`src/rtl/pwm_duty_load_ctrl_if.sv`:
```
// Byte-stream and duty-bank signals between the serial front end,
// the load controller and the channel register bank.
//
// Handshake: a byte transfers on a rising CLK edge where ByteValid,
// ByteReady and FrameActive are all 1. ByteReady depends only on
// controller state, never on ByteValid. ByteValid without ByteReady or
// FrameActive is dropped, and the source does not need to hold it.
interface pwm_duty_load_ctrl_if #(
  parameter int CHANNELS = 8,
  parameter int BitWidth = 8
);
  logic                FrameActive;
  logic                ByteValid;
  logic [7:0]          ByteIn;
  logic                ByteReady;
  logic [BitWidth-1:0] RegData;
  logic [CHANNELS-1:0] RegHold;
  logic                ErrFlag;

  // Host / serial receiver side.
  modport master (
    output FrameActive, ByteValid, ByteIn,
    input  ByteReady, RegData, RegHold, ErrFlag
  );

  // Controller side.
  modport slave (
    input  FrameActive, ByteValid, ByteIn,
    output ByteReady, RegData, RegHold, ErrFlag
  );
endinterface

```
`src/rtl/pwm_duty_load_ctrl.sv`:
```
// Duty-register load controller. Each frame is an address byte
// (bit7 AutoInc, bits[6:0] channel index) followed by data bytes. Each
// data byte causes a one-cycle registered one-hot RegHold pulse along
// with RegData. An out-of-range index raises a sticky ErrFlag, and the
// rest of the frame is discarded.
module pwm_duty_load_ctrl #(
  parameter int CHANNELS = 8,
  parameter int BitWidth = 8
) (
  input  logic                 CLK,
  input  logic                 RST,
  pwm_duty_load_ctrl_if.slave  bus,
  output logic [2:0]           dbg_state_o
);

  typedef enum logic [2:0] {
    S_IDLE    = 3'd0,
    S_ADDR    = 3'd1,
    S_DATA    = 3'd2,
    S_WRITE   = 3'd3,
    S_DISCARD = 3'd4
  } state_t;

  localparam logic [7:0] CH_COUNT = 8'(CHANNELS);
  localparam logic [6:0] LAST_IDX = 7'(CHANNELS - 1);

  state_t              state_q, state_d;
  logic [6:0]          idx_q, idx_d;
  logic                ai_q, ai_d;
  logic [BitWidth-1:0] data_q, data_d;
  logic [CHANNELS-1:0] hold_q, hold_d;
  logic                err_q, err_d;
  logic                ready;
  logic                accept;

  // ByteReady is a pure decode of the current state.
  always_comb begin
    ready = (state_q == S_ADDR) || (state_q == S_DATA) || (state_q == S_DISCARD);
  end

  assign accept = bus.ByteValid & bus.FrameActive & ready;

  // Next-state and datapath decode. RegHold is computed here for the
  // DATA->WRITE transition so the registered pulse lines up with WRITE.
  always_comb begin
    state_d = state_q;
    idx_d   = idx_q;
    ai_d    = ai_q;
    data_d  = data_q;
    hold_d  = '0;
    err_d   = err_q;
    unique case (state_q)
      S_IDLE: begin
        if (bus.FrameActive) begin
          state_d = S_ADDR;
          err_d   = 1'b0;
        end
      end
      S_ADDR: begin
        if (!bus.FrameActive) begin
          state_d = S_IDLE;
        end else if (accept) begin
          idx_d = bus.ByteIn[6:0];
          ai_d  = bus.ByteIn[7];
          if ({1'b0, bus.ByteIn[6:0]} < CH_COUNT) begin
            state_d = S_DATA;
          end else begin
            state_d = S_DISCARD;
            err_d   = 1'b1;
          end
        end
      end
      S_DATA: begin
        if (!bus.FrameActive) begin
          state_d = S_IDLE;
        end else if (accept) begin
          data_d  = bus.ByteIn[BitWidth-1:0];
          state_d = S_WRITE;
          for (int c = 0; c < CHANNELS; c++) begin
            hold_d[c] = (idx_q == 7'(c));
          end
        end
      end
      S_WRITE: begin
        // The pulse is never truncated; a dropped frame only ends after it.
        state_d = bus.FrameActive ? S_DATA : S_IDLE;
        if (ai_q) begin
          idx_d = (idx_q == LAST_IDX) ? 7'd0 : idx_q + 7'd1;
        end
      end
      S_DISCARD: begin
        if (!bus.FrameActive) begin
          state_d = S_IDLE;
        end
      end
      default: begin
        state_d = S_IDLE;
      end
    endcase
  end

  // State and output registers, cleared asynchronously.
  always_ff @(posedge CLK or posedge RST) begin
    if (RST) begin
      state_q <= S_IDLE;
      idx_q   <= '0;
      ai_q    <= 1'b0;
      data_q  <= '0;
      hold_q  <= '0;
      err_q   <= 1'b0;
    end else begin
      state_q <= state_d;
      idx_q   <= idx_d;
      ai_q    <= ai_d;
      data_q  <= data_d;
      hold_q  <= hold_d;
      err_q   <= err_d;
    end
  end

  assign bus.ByteReady = ready;
  assign bus.RegData   = data_q;
  assign bus.RegHold   = hold_q;
  assign bus.ErrFlag   = err_q;
  assign dbg_state_o   = state_q;

endmodule

```
`src/flat_wrapper.sv`:
```
// flat-port wrapper written by rule: the top's interface ports become plain ports
module pwm_duty_load_ctrl_flat 
#(
  parameter int CHANNELS = 8,
  parameter int BitWidth = 8
)
  (CLK, RST, dbg_state_o, bus_FrameActive, bus_ByteValid, bus_ByteIn, bus_ByteReady, bus_RegData, bus_RegHold, bus_ErrFlag);
  pwm_duty_load_ctrl_if #(.CHANNELS(CHANNELS), .BitWidth(BitWidth)) bus_i ();
  input  logic CLK;
  input  logic RST;
  output logic [2:0] dbg_state_o;
  input wire logic [$bits(bus_i.FrameActive)-1:0] bus_FrameActive;
  input wire logic [$bits(bus_i.ByteValid)-1:0] bus_ByteValid;
  input wire logic [$bits(bus_i.ByteIn)-1:0] bus_ByteIn;
  output wire logic [$bits(bus_i.ByteReady)-1:0] bus_ByteReady;
  output wire logic [$bits(bus_i.RegData)-1:0] bus_RegData;
  output wire logic [$bits(bus_i.RegHold)-1:0] bus_RegHold;
  output wire logic [$bits(bus_i.ErrFlag)-1:0] bus_ErrFlag;
  assign bus_i.FrameActive = bus_FrameActive;
  assign bus_i.ByteValid = bus_ByteValid;
  assign bus_i.ByteIn = bus_ByteIn;
  assign bus_ByteReady = bus_i.ByteReady;
  assign bus_RegData = bus_i.RegData;
  assign bus_RegHold = bus_i.RegHold;
  assign bus_ErrFlag = bus_i.ErrFlag;
  pwm_duty_load_ctrl #(.CHANNELS(CHANNELS), .BitWidth(BitWidth)) u_core (.CLK(CLK), .RST(RST), .bus(bus_i), .dbg_state_o(dbg_state_o));
endmodule
```
`config.mk`:
```
export PLATFORM = sky130hd
export DESIGN_NAME = pwm_duty_load_ctrl_flat
export DESIGN_NICKNAME = d
export VERILOG_FILES = /design/src/rtl/pwm_duty_load_ctrl_if.sv /design/src/rtl/pwm_duty_load_ctrl.sv /design/src/flat_wrapper.sv
export SDC_FILE = /design/constraint.sdc
export NUM_CORES = 1
export LEC_CHECK = 0
export CAP_MARGIN = 15
export CORE_ASPECT_RATIO = 1.4
export CORE_UTILIZATION = 49
export DETAILED_ROUTE_END_ITERATION = 10
export GPL_TIMING_DRIVEN = 1
export HOLD_SLACK_MARGIN = 0.15
export PLACE_DENSITY = 0.9
export SLEW_MARGIN = 20
export SYNTH_ARGS = -nofsm -noshare
export SYNTH_HDL_FRONTEND = slang
export SYNTH_SLANG_ARGS = --single-unit
```
`constraint.sdc`:
```
create_clock -name CLK -period 2.2 [get_ports CLK]
set_clock_uncertainty 0.1 [all_clocks]
set_input_delay 0.44 -clock CLK [delete_from_list [all_inputs] [get_ports CLK]]
set_output_delay 0.44 -clock CLK [all_outputs]
set_load 0.05 [all_outputs]
```
[Word level (Yosys, flattened, before mapping)]
Index checks and enable logic that the tools add are counted.
Word-level totals
  register bits: 28
  bits in latches: 0
  bits in writable memories: 0
  memory bits (read-only): 0
  input port bits: 12
  logic and storage cells: 62
  memories kept: 0
Operators by class
  $add $sub $neg: 1
  $mul: 0
  div/mod/pow operators: 0
  order comparisons: 1
  equality and inequality tests: 19
  shifts and indexed selects: 0
  mux-type cells: 22
  bitwise gates (word level): 2
  reduce and logical (&&, ||, !) cells: 11
Operator list (count)
  $eq 7x3->1 const B: 4
  $mux 7: 4
  $mux 8: 3
  $mux 3: 7
  $pmux 3 s5: 1
  $eq 7x2->1 const B: 2
  $pmux 7 s2: 1
  $ne 2x2->1 const B: 4
  $reduce_and 4->1: 2
  $add 7x1->7 const B: 1
  $eq 7x1->1 const B: 1
  $logic_not 7->1: 1
  $lt 7x4->1 const B: 1
  $eq 3x2->1 const B: 2
  $ne 3x2->1 const B: 2
  $reduce_and 3->1: 2
  $reduce_and 5->1: 1
  $mux 1: 4
  $ne 2x1->1 const B: 2
  $reduce_bool 2->1: 2
  $eq 3x1->1 const B: 1
  $eq 3x3->1 const B: 1
  $logic_not 3->1: 1
  $and 1x1->1: 2
  3 further kinds: 4

[Logic depth before layout (Yosys ltp)]
  depth in word-level cells: 7
  gate-level depth with buffers: 6
  gate-level depth less buffers: 5

[Worst setup path after synthesis]
Ideal clock, no wire load.
  kind: register to output
  from: reg u_core.state_q[0], in the netlist u_core.dbg_state_o[0]
  to: out bus_ByteReady
  data arrival time: 2.057 ns
  data required time: 1.660 ns
  slack: -0.397 ns
  cell stages (with the launch flop): 4
  buffers on the path: 1
  path through: dfrtp_1 > buf_2 > xnor2_1 > o21ai_0
On the way
  cells in the longest elaborated chain, start to end: 3
  elaborated cells between the ends (all ways): 5
  classes of those cells: eq/ne (3); reduce/logical (2)
RTL lines
  start, declared: line pwm_duty_load_ctrl.sv:27  | state_t state_q, state_d;
  start signal, assigned: line pwm_duty_load_ctrl.sv:112  | state_q <= state_d;
  $eq 3x1->1 / $eq 3x2->1 (equally long branches): line pwm_duty_load_ctrl.sv:38  | ready = (state_q == S_ADDR) || (state_q == S_DATA) || (state_q == S_DISCARD);
  $logic_or 1x1->1: line pwm_duty_load_ctrl.sv:38
  $logic_or 1x1->1 *: line pwm_duty_load_ctrl.sv:38
  end, declared: line flat_wrapper.sv:15  | output wire logic [$bits(bus_i.ByteReady)-1:0] bus_ByteReady;
Mark *: on every way between the ends. The rest lies on a longest branch, timed or not.

[Final worst setup path]
  from: reg u_core.err_q, in the netlist u_core.bus.ErrFlag
  to: out bus_ErrFlag
RTL lines
  start, declared: line pwm_duty_load_ctrl.sv:32  | logic err_q, err_d;
  start signal, assigned: line pwm_duty_load_ctrl.sv:117  | err_q <= err_d;
  end, declared: line flat_wrapper.sv:18  | output wire logic [$bits(bus_i.ErrFlag)-1:0] bus_ErrFlag;
No word-level cell between the ends.

==> impl_results.md <==
* DP Wirelength at 2390 um
* Post-Route Utilization at 66.1%
* Required time of the critical path at 1660 ps
* Post-route cell area at 1880 um^2
* # rows at 23
* Drt wl/cell at 14.3 um
* #FFs+latches synth at 28
* Cells after Synth at 146
* Top delay family on crit path: buffers and inverters
* Ports at 33
* Max cap viols at 0
* Max Buffers Root-to-Sink at 2
* Crit end category: output port
* Die height at 66.8 um
* Post-CTS Hold Buffers at 0
* Clock sink count at 28
* IO Port Bufs at 32
* Initial Utilization at 51.6%
* PD cells at 725 nW/um^2
* RSZ-0062 raised after global routing: false
* Fin Setup TNS at 0 ps
* Die width at 48.3 um
* Layout cell share with drive strength beyond 1 at 14.7%
* Most numerous cell in the Yosys netlist: nand2_1
* Gr ovfl total at 0
* Total power at 1.37 mW
* Post-DP Area at 1810 um^2
* Syn avg cell area at 10.1 um^2
* Largest net degree at the start of global routing at 29
* Yosys top cell by area: dfrtp_1
* # diodes at 0
* Fin nets at 194
* Register area share after synthesis at 47.7%
* Iter 0 DRT Violations at 51
* GP Congestion at 0.817
* Fin worst setup slack at 203 ps
* Full die area at 3230 um^2
* Post-Syn Nets at 162
* Fin crit share at 90.8%
* Detail Route Antenna Nets at 0
* Main flop type after synthesis: dfrtp_1
* Max stage delay cell, worst path: clkdlybuf4s50_1
* Top cells by area in the synthesized netlist: dfrtp_1, nand2_1, ha_1, buf_6, nand3b_4
* Vias per cell at 5.43
* Worst-Skew Late Latency at 280 ps
* Max-slew violations at 0
* Pre-CTS WS at 99.3 ps
* GRT Resource Usage Total at 23.4%
* Yosys cell types at 43
* Top cells by count, synth: nand2_1, dfrtp_1, nor2_1
* Final Hold Vio Count at 0
* Routed Wire Length at 3070 um
* Residual DRC count at 0
* Maximum clock frequency at 501 MHz
* CTS tree: yes
* Root Buffer: clkbuf_8
* Pre-Repair DR Iteration Count at 3
* Buf+Inv Stages, Crit Path at 1
* Crit path cell chain: clkdlybuf4s50_1
* Mapped Area at 1470 um^2
* Worst slew margin at 66.7%
* Critical path type: register to output port
* Reg-to-reg slack, setup at 370 ps
* Worst-path maximum fanout at 2
* Peak supply drop at 0.000421 V
* Hold Path Class: register to register
* Yosys top cell area share at 47.7%
* Vias in the first global route at 1218
* CP peak stage delay at 810 ps
* Htree depth at 1
* CTS Buf Count at 3
* Minimum clock period after layout at 2000 ps
* First-pass GRT wire length at 5180 um
* Area Growth Syn to Fin at 28.2%
* Worst-Margin Slew at 498 ps
* Critical path startpoint category: register
* Status: finished clean
* FFs w/ async S/R, synth at 100%
* P_leak at 0.893 nW
* Core area at 2850 um^2
* Clock transition at path regs at 90 ps
* EDFF count, synth at 0
* CP arrival at 1460 ps
* CTS resizes at 0
* Endpoints failing setup at 0
* Number of setup buffers added after CTS at 0
* DR vias at 1161
* YS warnings at 0
* Initial antenna violation count at 0
==> where the power goes <==
group	internal [mW]	switching (mW)	leakage, nW
Sequential	0.566	0.0845	0.366
Clock	0.244	0.161	0.0357
Combinational	0.137	0.175	0.491
==> final cells by class <==
class	count	area, um^2
Clock buffer	3	41.3
Clock inverter	1	30.0
Fill cell	210	965
Inverter	8	30.0
Multi-Input combinational cell	102	678
Sequential cell	28	701
Tap cell	37	46.3
Timing Repair Buffer	35	358
==> kinds of logic (layout without fill, tap and decap cells) <==
family,Yosys count,after routing,synth area share [%]
and+or+nand+nor,70,70,26.0
adders and majority gates,4,4,3.40
xor gates and xnor gates,1,1,0.596
DFF,28,28,47.7
muxes,1,1,0.766
buffers and inverters,16,47,6.47
AOI/OAI and AO/OA,26,26,15.1
==> per-layer routing <==
layer | GRT usage, % | wire length [um] | vias to the layer above
met1 | 23.3 | 1150 | 561
met2 | 42.2 | 1690 | 40
met5 | 0 | 0 | -
met4 | 14.9 | 107 | 0
li1 | - | - | 549
met3 | 2.44 | 124 | 11
==> stage by stage <==
stage          instances  hold slack [ps]
2_1_floorplan        146              358
3_3_place_gp         210              360
3_5_place_dp         210              370
4_1_cts              214              393
5_1_grt              214              412
6_report             214              388
==> cells in the final DEF (no fill, tap or decap), types with 3 or more instances in the layout <==
master | netlist | final
and2_1 | 4 | 4
and3_1 | 4 | 4
buf_4 | 0 | 5
clkbuf_8 | 0 | 3
clkdlybuf4s50_1 | 0 | 28
dfrtp_1 | 28 | 28
ha_1 | 4 | 4
inv_1 | 8 | 8
nand2_1 | 34 | 34
nand3_1 | 3 | 3
nor2_1 | 10 | 10
o21ai_0 | 5 | 4
==> worst paths after layout <==
path / cells after the start / startpoint / end
min: 2 / u_core.bus.RegData[4] / u_core.bus.RegData[4]
max reg2reg: 5 / u_core.idx_q[0] / u_core.idx_q[5]
min in group asynchronous: 3 / RST / u_core.bus.RegData[0]
max in group asynchronous: 3 / RST / u_core.idx_q[3]
max: 1 / u_core.bus.ErrFlag / bus_ErrFlag
min reg2reg: 2 / u_core.bus.RegData[4] / u_core.bus.RegData[4]
==> flip-flops by register name, indices dropped and copies added (netlist names) <==
name,cells
u_core.ai_q,1
u_core.bus.ErrFlag,1
u_core.bus.RegData,8
u_core.bus.RegHold,8
u_core.dbg_state_o,3
u_core.idx_q,7
Power figures use the tool's default switching activity.
